File: src/rtl/memory_stage.sv
// MEM stage of the RV32I pipeline: req/ack data-bus master, store lane steering,
// load extension and the MEM/WB register. Optional `MISALIGN_CHECK_EN suppresses misaligned accesses.
module memory_stage #(
  parameter int ADDR_W     = 32,
  parameter int WAIT_CNT_W = 8
) (
  input  logic                  clk,
  input  logic                  rst_n,
  input  logic [31:0]           mem_in_aluOut,
  input  logic [31:0]           mem_in_data2,
  input  logic [4:0]            mem_in_rd,
  input  logic [31:0]           mem_in_immediate,
  input  logic [31:0]           mem_in_imm_plus_pc_or_rs1,
  input  logic [31:0]           mem_in_pc_plus_four,
  input  logic [31:0]           mem_in_instr,
  input  logic                  mem_in_memRead,
  input  logic                  mem_in_memWrite,
  input  logic [2:0]            mem_in_memtoReg,
  input  logic                  mem_in_regWrite,
  output logic                  dmem_req,
  output logic                  dmem_we,
  output logic [ADDR_W-1:0]     dmem_addr,
  output logic [31:0]           dmem_wdata,
  output logic [3:0]            dmem_wstrb,
  input  logic [31:0]           dmem_rdata,
  input  logic                  dmem_ack,
  output logic                  mem_out_stall,
  output logic                  mem_out_misaligned,
  output logic [WAIT_CNT_W-1:0] mem_out_wait_cycles,
  output logic [31:0]           wb_aluOut,
  output logic [31:0]           wb_dataMemOut,
  output logic [31:0]           wb_immediate,
  output logic [31:0]           wb_imm_plus_pc_or_rs1,
  output logic [31:0]           wb_pc_plus_four,
  output logic [4:0]            wb_rd,
  output logic [2:0]            wb_memtoReg,
  output logic                  wb_regWrite,
  output logic                  wb_memRead
);

  typedef enum logic {S_IDLE, S_WAIT} state_e;
  state_e state_q, state_d;

  logic [2:0]  funct3;
  logic [1:0]  lane;
  logic        is_half, is_word, op, misaligned, issue;
  logic [31:0] load_ext;
  logic        unused_instr_bits;

  assign funct3  = mem_in_instr[14:12];
  assign lane    = mem_in_aluOut[1:0];
  assign is_half = (funct3[1:0] == 2'b01);
  assign is_word = funct3[1];
  assign op      = mem_in_memRead | mem_in_memWrite;
  assign unused_instr_bits = ^{mem_in_instr[31:15], mem_in_instr[11:0]};

`ifdef MISALIGN_CHECK_EN
  assign misaligned = op & ((is_half & lane[0]) | (is_word & (lane != 2'b00)));
`else
  assign misaligned = 1'b0;
`endif

  // Reset gates the request combinationally so an in-flight access drops at once.
  assign issue              = op & ~misaligned;
  assign dmem_req           = issue & rst_n;
  assign dmem_we            = dmem_req & mem_in_memWrite;
  assign dmem_addr          = {mem_in_aluOut[ADDR_W-1:2], 2'b00};
  assign mem_out_stall      = dmem_req & ~dmem_ack;
  assign mem_out_misaligned = misaligned;

  always_comb begin
    dmem_wstrb = 4'b0000;
    dmem_wdata = mem_in_data2;
    if (mem_in_memWrite) begin
      if (funct3[1:0] == 2'b00) begin
        dmem_wstrb = 4'b0001 << lane;
        dmem_wdata = {4{mem_in_data2[7:0]}};
      end else if (is_half) begin
        dmem_wstrb = lane[1] ? 4'b1100 : 4'b0011;
        dmem_wdata = {2{mem_in_data2[15:0]}};
      end else begin
        dmem_wstrb = 4'b1111;
      end
    end
  end

  always_comb begin
    logic [7:0]  b;
    logic [15:0] h;
    b = dmem_rdata[7:0];
    case (lane)
      2'd1:    b = dmem_rdata[15:8];
      2'd2:    b = dmem_rdata[23:16];
      2'd3:    b = dmem_rdata[31:24];
      default: b = dmem_rdata[7:0];
    endcase
    h = lane[1] ? dmem_rdata[31:16] : dmem_rdata[15:0];
    if (is_word)
      load_ext = dmem_rdata;
    else if (is_half)
      load_ext = {{16{h[15] & ~funct3[2]}}, h};
    else
      load_ext = {{24{b[7] & ~funct3[2]}}, b};
  end

  always_comb begin
    state_d = state_q;
    case (state_q)
      S_IDLE:  if (mem_out_stall) state_d = S_WAIT;
      S_WAIT:  if (!mem_out_stall) state_d = S_IDLE;
      default: state_d = S_IDLE;
    endcase
  end

  logic [WAIT_CNT_W-1:0] wait_q, wait_d;
  logic [31:0] alu_q, alu_d, dmo_q, dmo_d, imm_q, imm_d, ipc_q, ipc_d, pc4_q, pc4_d;
  logic [4:0]  rd_q, rd_d;
  logic [2:0]  m2r_q, m2r_d;
  logic        rw_q, rw_d, mr_q, mr_d;

  always_comb begin
    wait_d = wait_q;
    if (mem_out_stall && !(&wait_q)) wait_d = wait_q + 1'b1;
    alu_d = alu_q; dmo_d = dmo_q; imm_d = imm_q; ipc_d = ipc_q; pc4_d = pc4_q;
    rd_d  = rd_q;  m2r_d = m2r_q; rw_d  = rw_q;  mr_d  = mr_q;
    if (mem_out_stall) begin
      rw_d = 1'b0;
      mr_d = 1'b0;
    end else begin
      alu_d = mem_in_aluOut;
      dmo_d = load_ext;
      imm_d = mem_in_immediate;
      ipc_d = mem_in_imm_plus_pc_or_rs1;
      pc4_d = mem_in_pc_plus_four;
      rd_d  = mem_in_rd;
      m2r_d = mem_in_memtoReg;
      rw_d  = mem_in_regWrite & ~misaligned;
      // Read+write together is handled as a store, so it never writes back load data.
      mr_d  = mem_in_memRead & ~mem_in_memWrite & ~misaligned;
    end
  end

  always_ff @(posedge clk or negedge rst_n) begin
    if (!rst_n) begin
      state_q <= S_IDLE;
      wait_q  <= '0;
      alu_q <= '0; dmo_q <= '0; imm_q <= '0; ipc_q <= '0; pc4_q <= '0;
      rd_q  <= '0; m2r_q <= '0; rw_q  <= 1'b0; mr_q <= 1'b0;
    end else begin
      state_q <= state_d;
      wait_q  <= wait_d;
      alu_q <= alu_d; dmo_q <= dmo_d; imm_q <= imm_d; ipc_q <= ipc_d; pc4_q <= pc4_d;
      rd_q  <= rd_d;  m2r_q <= m2r_d; rw_q  <= rw_d;  mr_q  <= mr_d;
    end
  end

  assign mem_out_wait_cycles   = wait_q;
  assign wb_aluOut             = alu_q;
  assign wb_dataMemOut         = dmo_q;
  assign wb_immediate          = imm_q;
  assign wb_imm_plus_pc_or_rs1 = ipc_q;
  assign wb_pc_plus_four       = pc4_q;
  assign wb_rd                 = rd_q;
  assign wb_memtoReg           = m2r_q;
  assign wb_regWrite           = rw_q;
  assign wb_memRead            = mr_q;

endmodule
File: config.mk
export PLATFORM = sky130hd
export DESIGN_NAME = memory_stage
export DESIGN_NICKNAME = d
export VERILOG_FILES = /design/src/rtl/memory_stage.sv
export SDC_FILE = /design/constraint.sdc
export NUM_CORES = 1
export LEC_CHECK = 0
export BUFFER_PORTS_ARGS = -buffer_cell sky130_fd_sc_hd__buf_2
export CAP_MARGIN = 20
export CORE_AREA = 2 2 188 190
export CTS_CLUSTER_DIAMETER = 100
export DETAILED_ROUTE_END_ITERATION = 6
export DIE_AREA = 0 0 190 192
export SYNTH_ARGS = -nofsm -noshare
export SYNTH_HDL_FRONTEND = slang
export SYNTH_SLANG_ARGS = --single-unit
File: constraint.sdc
create_clock -name clk -period 2.54 [get_ports clk]
set_clock_uncertainty 0.15 [all_clocks]
set_input_delay 0.127 -clock clk [delete_from_list [all_inputs] [get_ports clk]]
set_output_delay 0.127 -clock clk [all_outputs]
set_load 0.1 [all_outputs]
## Yosys cells after proc, flatten, opt, wreduce, memory -nomap -nowiden

Index checks and enable logic that the tools add are counted.

- $add $sub $neg: 1
- Equality and inequality tests: 4
- Shift-type cells: 1
- Mux-type cells: 13
- Bitwise operators: 10
- Reduce and logical (&&, ||, !) cells: 4

Operators with widths:

| cell | number |
|---|---|
| $mux W32 | 5 |
| $pmux W8 S3 | 1 |
| $mux W16 | 1 |
| $mux W4 | 4 |
| $add A8 B1 Y8 const B | 1 |
| $reduce_and A8 Y1 | 1 |
| $and A1 B1 Y1 | 6 |
| $eq A2 B1 Y1 const B | 2 |
| $eq A2 B2 Y1 const B | 2 |
| $shl A1 B2 Y4 const A | 1 |
| $not A1 Y1 | 3 |
| $logic_not A2 Y1 | 1 |
| $mux W1 | 2 |
| $logic_and A1 B1 Y1 | 1 |
| $logic_not A1 Y1 | 1 |
| $or A1 B1 Y1 | 1 |

- Bits in registers: 178
- Bits of input ports: 238
- Output and inout port bits: 250
- Word-level logic and storage cells: 43

## Logic depth before layout (Yosys ltp)

- Depth after elaboration: 5
- Gate-level depth with buffers: 9
- Depth with buffers taken out: 6

## Worst setup path before layout

No wires, ideal clock.

- Path type: input -> output
- Start: input port mem_in_instr[12]
- End: output port dmem_wdata[24]
- Arrival time: 2.771 ns
- Setup slack: -0.508 ns
- Stages on the path: 4
- Path through: buf_2 > buf_2 > mux2i_1 > o21ai_0

- Longest elaborated chain between the ends: 4
- Elaborated cells between the ends (all ways): 5
- Classes of those cells: 1 x eq/ne; 3 x mux; 1 x reduce/logical

RTL lines:

| item | line | text |
|---|---|---|
| start: declaration | 15 | `input logic [31:0] mem_in_instr,` |
| $eq A2 B1 Y1 | 52 | `assign is_half = (funct3[1:0] == 2'b01);` |
| $mux W32 | 78 | `end else if (is_half) begin` |
| $mux W32 * | 75 | `if (funct3[1:0] == 2'b00) begin` |
| $mux W32 * | 74 | `if (mem_in_memWrite) begin` |
| end: declaration | 23 | `output logic [31:0] dmem_wdata,` |

Every way passes the cells marked *; elsewhere a longest branch is shown, timed or not.

## Worst setup path in the final report

- Start: input port rst_n
- End: output port dmem_we

- Longest elaborated chain between the ends: 2

RTL lines:

| item | line | text |
|---|---|---|
| start: declaration | 8 | `input logic rst_n,` |
| $and A1 B1 Y1 | 65 | `assign dmem_req = issue & rst_n;` |
| $and A1 B1 Y1 | 66 | `assign dmem_we = dmem_req & mem_in_memWrite;` |
| end: declaration | 21 | `output logic dmem_we,` |

Every way passes these cells.

==> impl_metrics.tcl <==
set metrics [dict create \
    status "finished clean" \
    ys_seq_elements 178 \
    worstRegToRegCells 4 \
    drc 0 \
    path_depth 5 \
    synth_edf_count 0 \
    die-area_um2 36500 \
    cellLeakagePower_uw 0.00697 \
    die_h_um 192 \
    place_inst 1732 \
    crit_family "buffers and inverters" \
    cp-start-kind "input pin" \
    path_buf_inv 4 \
    worstReg2RegStart "mem_out_wait_cycles[0]" \
    insertedDiodeCount 0 \
    clk-insertion-delay-late_ps 440 \
    yosys.area.top_type_share 0.552 \
    areaGrowthSynthToFinish_pct 64.7 \
    crit_chain "clkbuf_8 > dlygate4sd3_1 > buf_16 > and2_1 > buf_2" \
    layout-drive-gt1-share 0.364 \
    worstMarginPinSlew_ps 839 \
    final_core_util 0.388 \
    cp.required_ps 2260 \
    r2r_end "mem_out_wait_cycles[1]" \
    ys_top_cells_by_area "dfrtp_1 (55%), nand2_1 (21%), buf_4 (4.0%)" \
    rrSetupSlack_ps 530 \
    vias 8184 \
    cap_viol_max_count 0 \
    arrival_ps 2120 \
    grt_pass1_vias 8404 \
    vias_per_cell 4.23 \
    clockBufferDepth 2 \
    gr-total-overflow 0 \
    htree_levels 4 \
    worstHoldStart "mem_in_aluOut[1]" \
    detail_route.iter0.violations 379 \
    ys_dominant_reg_cell "dfrtp_1" \
    critical_path_class "in -> out" \
    grt_max_degree 125 \
    timing.final.crit_share 0.945 \
    cts_tree "done" \
    wl_per_cell_um 16.1 \
    numCtsBuffers 17 \
    clockRootBuffer "clkbuf_16" \
    postSynthCellCount 893 \
    start_util 0.235 \
    p_per_area_nw_per_um2 775 \
    ys_warn_count 0 \
    yosysUniqueCellTypes 50 \
    holdPathStages 3 \
    fin_cells 1937 \
    critPathCaptureType "output pin" \
    max_stage_delay_ps 640 \
    crit_path_top_delay_cell "dlygate4sd3_1" \
    dr.pass1.iters 5 \
    synth_area_um2 8070 \
    period_needed_ps 2400 \
    die_w_um 190 \
    finalHoldViolCount 0 \
    grt_pass1_wl_um 46900 \
    ios 488 \
    clock-sinks 178 \
    wirelength_um 31200 \
    hp-class "in -> reg" \
    portBuffers 455 \
    fp-row-count 68 \
    place_ws_ps 202 \
    clock.fmax_mhz 416 \
    grtUsageTotal 0.169 \
    clkTransAtPathRegs_ps 70 \
    totalNegativeSetupSlack_ps 0 \
    cts_setup_buffers 0 \
    dp_hpwl_um 22400 \
    antenna_found_initial 1 \
    ys_seq_area_frac 0.552 \
    yosys.area.top_type "dfrtp_1" \
    gp_congestion 0.775 \
    rsz0062_at_grt "false" \
    fin_ws_ps 139 \
    async_flop_share 1.00 \
    hold_path_end "wb_aluOut[1]" \
    peakVddDrop_mv 0.488 \
    slew_headroom 0.440 \
    setup_viol 0 \
    slew_viol_final 0 \
    avgSynthCellArea_um2 9.04 \
    final_nets 1708 \
    core_um2 34300 \
    ant_nets 0 \
    crit_path_max_fanout 124 \
]
==> routing by layer <==
| metal | track usage | vias up | part of all wire |
|---|---|---|---|
| met4 | 0.0835 | 2 | 0.041 |
| met1 | 0.193 | 3784 | 0.40 |
| li1 | - | 3970 | - |
| met5 | 0 | - | 0.00042 |
| met3 | 0.0526 | 68 | 0.075 |
| met2 | 0.286 | 360 | 0.48 |
==> Yosys cell counts (2+ instances only) <==
| cell | instances |
|---|---|
| and4_1 | 2 |
| o221a_2 | 7 |
| o21ai_0 | 18 |
| nand2_1 | 443 |
| o211ai_1 | 9 |
| nand3_1 | 17 |
| a2111oi_1 | 5 |
| nor3_1 | 8 |
| a2111oi_0 | 2 |
| inv_1 | 2 |
| mux4_2 | 2 |
| clkbuf_1 | 15 |
| nor2_1 | 11 |
| buf_6 | 2 |
| dfrtp_1 | 178 |
| buf_4 | 43 |
| nand4_1 | 2 |
| nand2b_1 | 3 |
| a21oi_1 | 2 |
| and3_1 | 3 |
| and2_1 | 3 |
| xor2_1 | 2 |
| a211oi_1 | 7 |
| nor2b_1 | 2 |
| and3b_1 | 7 |
| nor3b_1 | 9 |
| o21a_1 | 2 |
| mux2_2 | 17 |
| buf_2 | 31 |
| xnor2_1 | 5 |
| mux2i_1 | 15 |
==> layout make-up <==
cell class / count / area (um^2)
fill: 3396 / 21000
timing repair buffer: 648 / 4590
sequential: 178 / 4450
multi-input combinational: 619 / 3050
tap: 455 / 569
clock buffer: 25 / 505
clock inverter: 7 / 97.6
inverter: 5 / 23.8
==> cells by family after synthesis <==
logic type,after synthesis,share of synthesized area
XOR/XNOR,7,0.00760
other,1,0.000465
AO/OA/AOI/OAI,58,0.0539
adder cells (fa/ha/maj),1,0.00155
flip-flops,178,0.552
buffers and inverters,98,0.0727
multiplexers,34,0.0479
AND/OR/NAND/NOR,516,0.264
==> worst min-delay path: stages <==
cell	delay, ps
buf_2	150
clkinv_1	210
o21ai_0	130
==> stage by stage <==
step,total power [uW],hold slack [ps],instance area [um^2]
2_1_floorplan,6500,-319,8080
3_3_place_gp,7410,175,10900
3_5_place_dp,7440,176,10900
4_1_cts,10400,61.6,13300
5_1_grt,10700,105,13300
6_report,10300,80.6,13300
==> power by group <==
group	switching [uW]	leakage [uW]	internal (uW)	total, uW
sequential	174	0.00213	3120	3290
clock	1140	0.000290	1580	2720
combinational	3420	0.00456	876	4290
total	4730	0.00697	5580	10300
==> cell usage in the layout (no fill, tap or decap), types with 7 or more instances in the layout <==
master / count
o211ai_1: 9
o21ai_0: 10
buf_12: 27
buf_2: 427
buf_4: 19
mux2_2: 17
and3b_1: 7
clkbuf_16: 17
a211oi_1: 7
nor3b_1: 9
nand3_1: 17
nor2_1: 11
nor3_1: 8
mux2i_1: 15
o221a_2: 7
dfrtp_1: 178
o21ai_1: 8
nand2_1: 443
dlygate4sd3_1: 173
==> registers in the layout, summed over array words and instances, names as in the netlist <==
signal,flops
wb_aluOut,32
wb_dataMemOut,32
wb_imm_plus_pc_or_rs1,32
wb_immediate,32
wb_pc_plus_four,32
mem_out_wait_cycles,8
wb_rd,5
wb_memtoReg,3
wb_memRead,1
wb_regWrite,1
==> repair_timing <==
item	CTS	global route
resized for setup	0	1
setup endpoints to repair	0	1
hold endpoints to repair	298	0
hold buffers	173	0
==> worst max-delay path by stage <==
stage	startpoint	endpoint	slack, ps
global route	rst_n	dmem_we	10
floorplan	mem_out_wait_cycles[0]	mem_out_wait_cycles[1]	120
CTS	rst_n	dmem_we	110
finish	rst_n	dmem_we	140
global placement	mem_in_memWrite	mem_out_stall	210
detailed placement	mem_in_memWrite	mem_out_stall	200
Note: power is estimated with default switching activity, not from simulation.
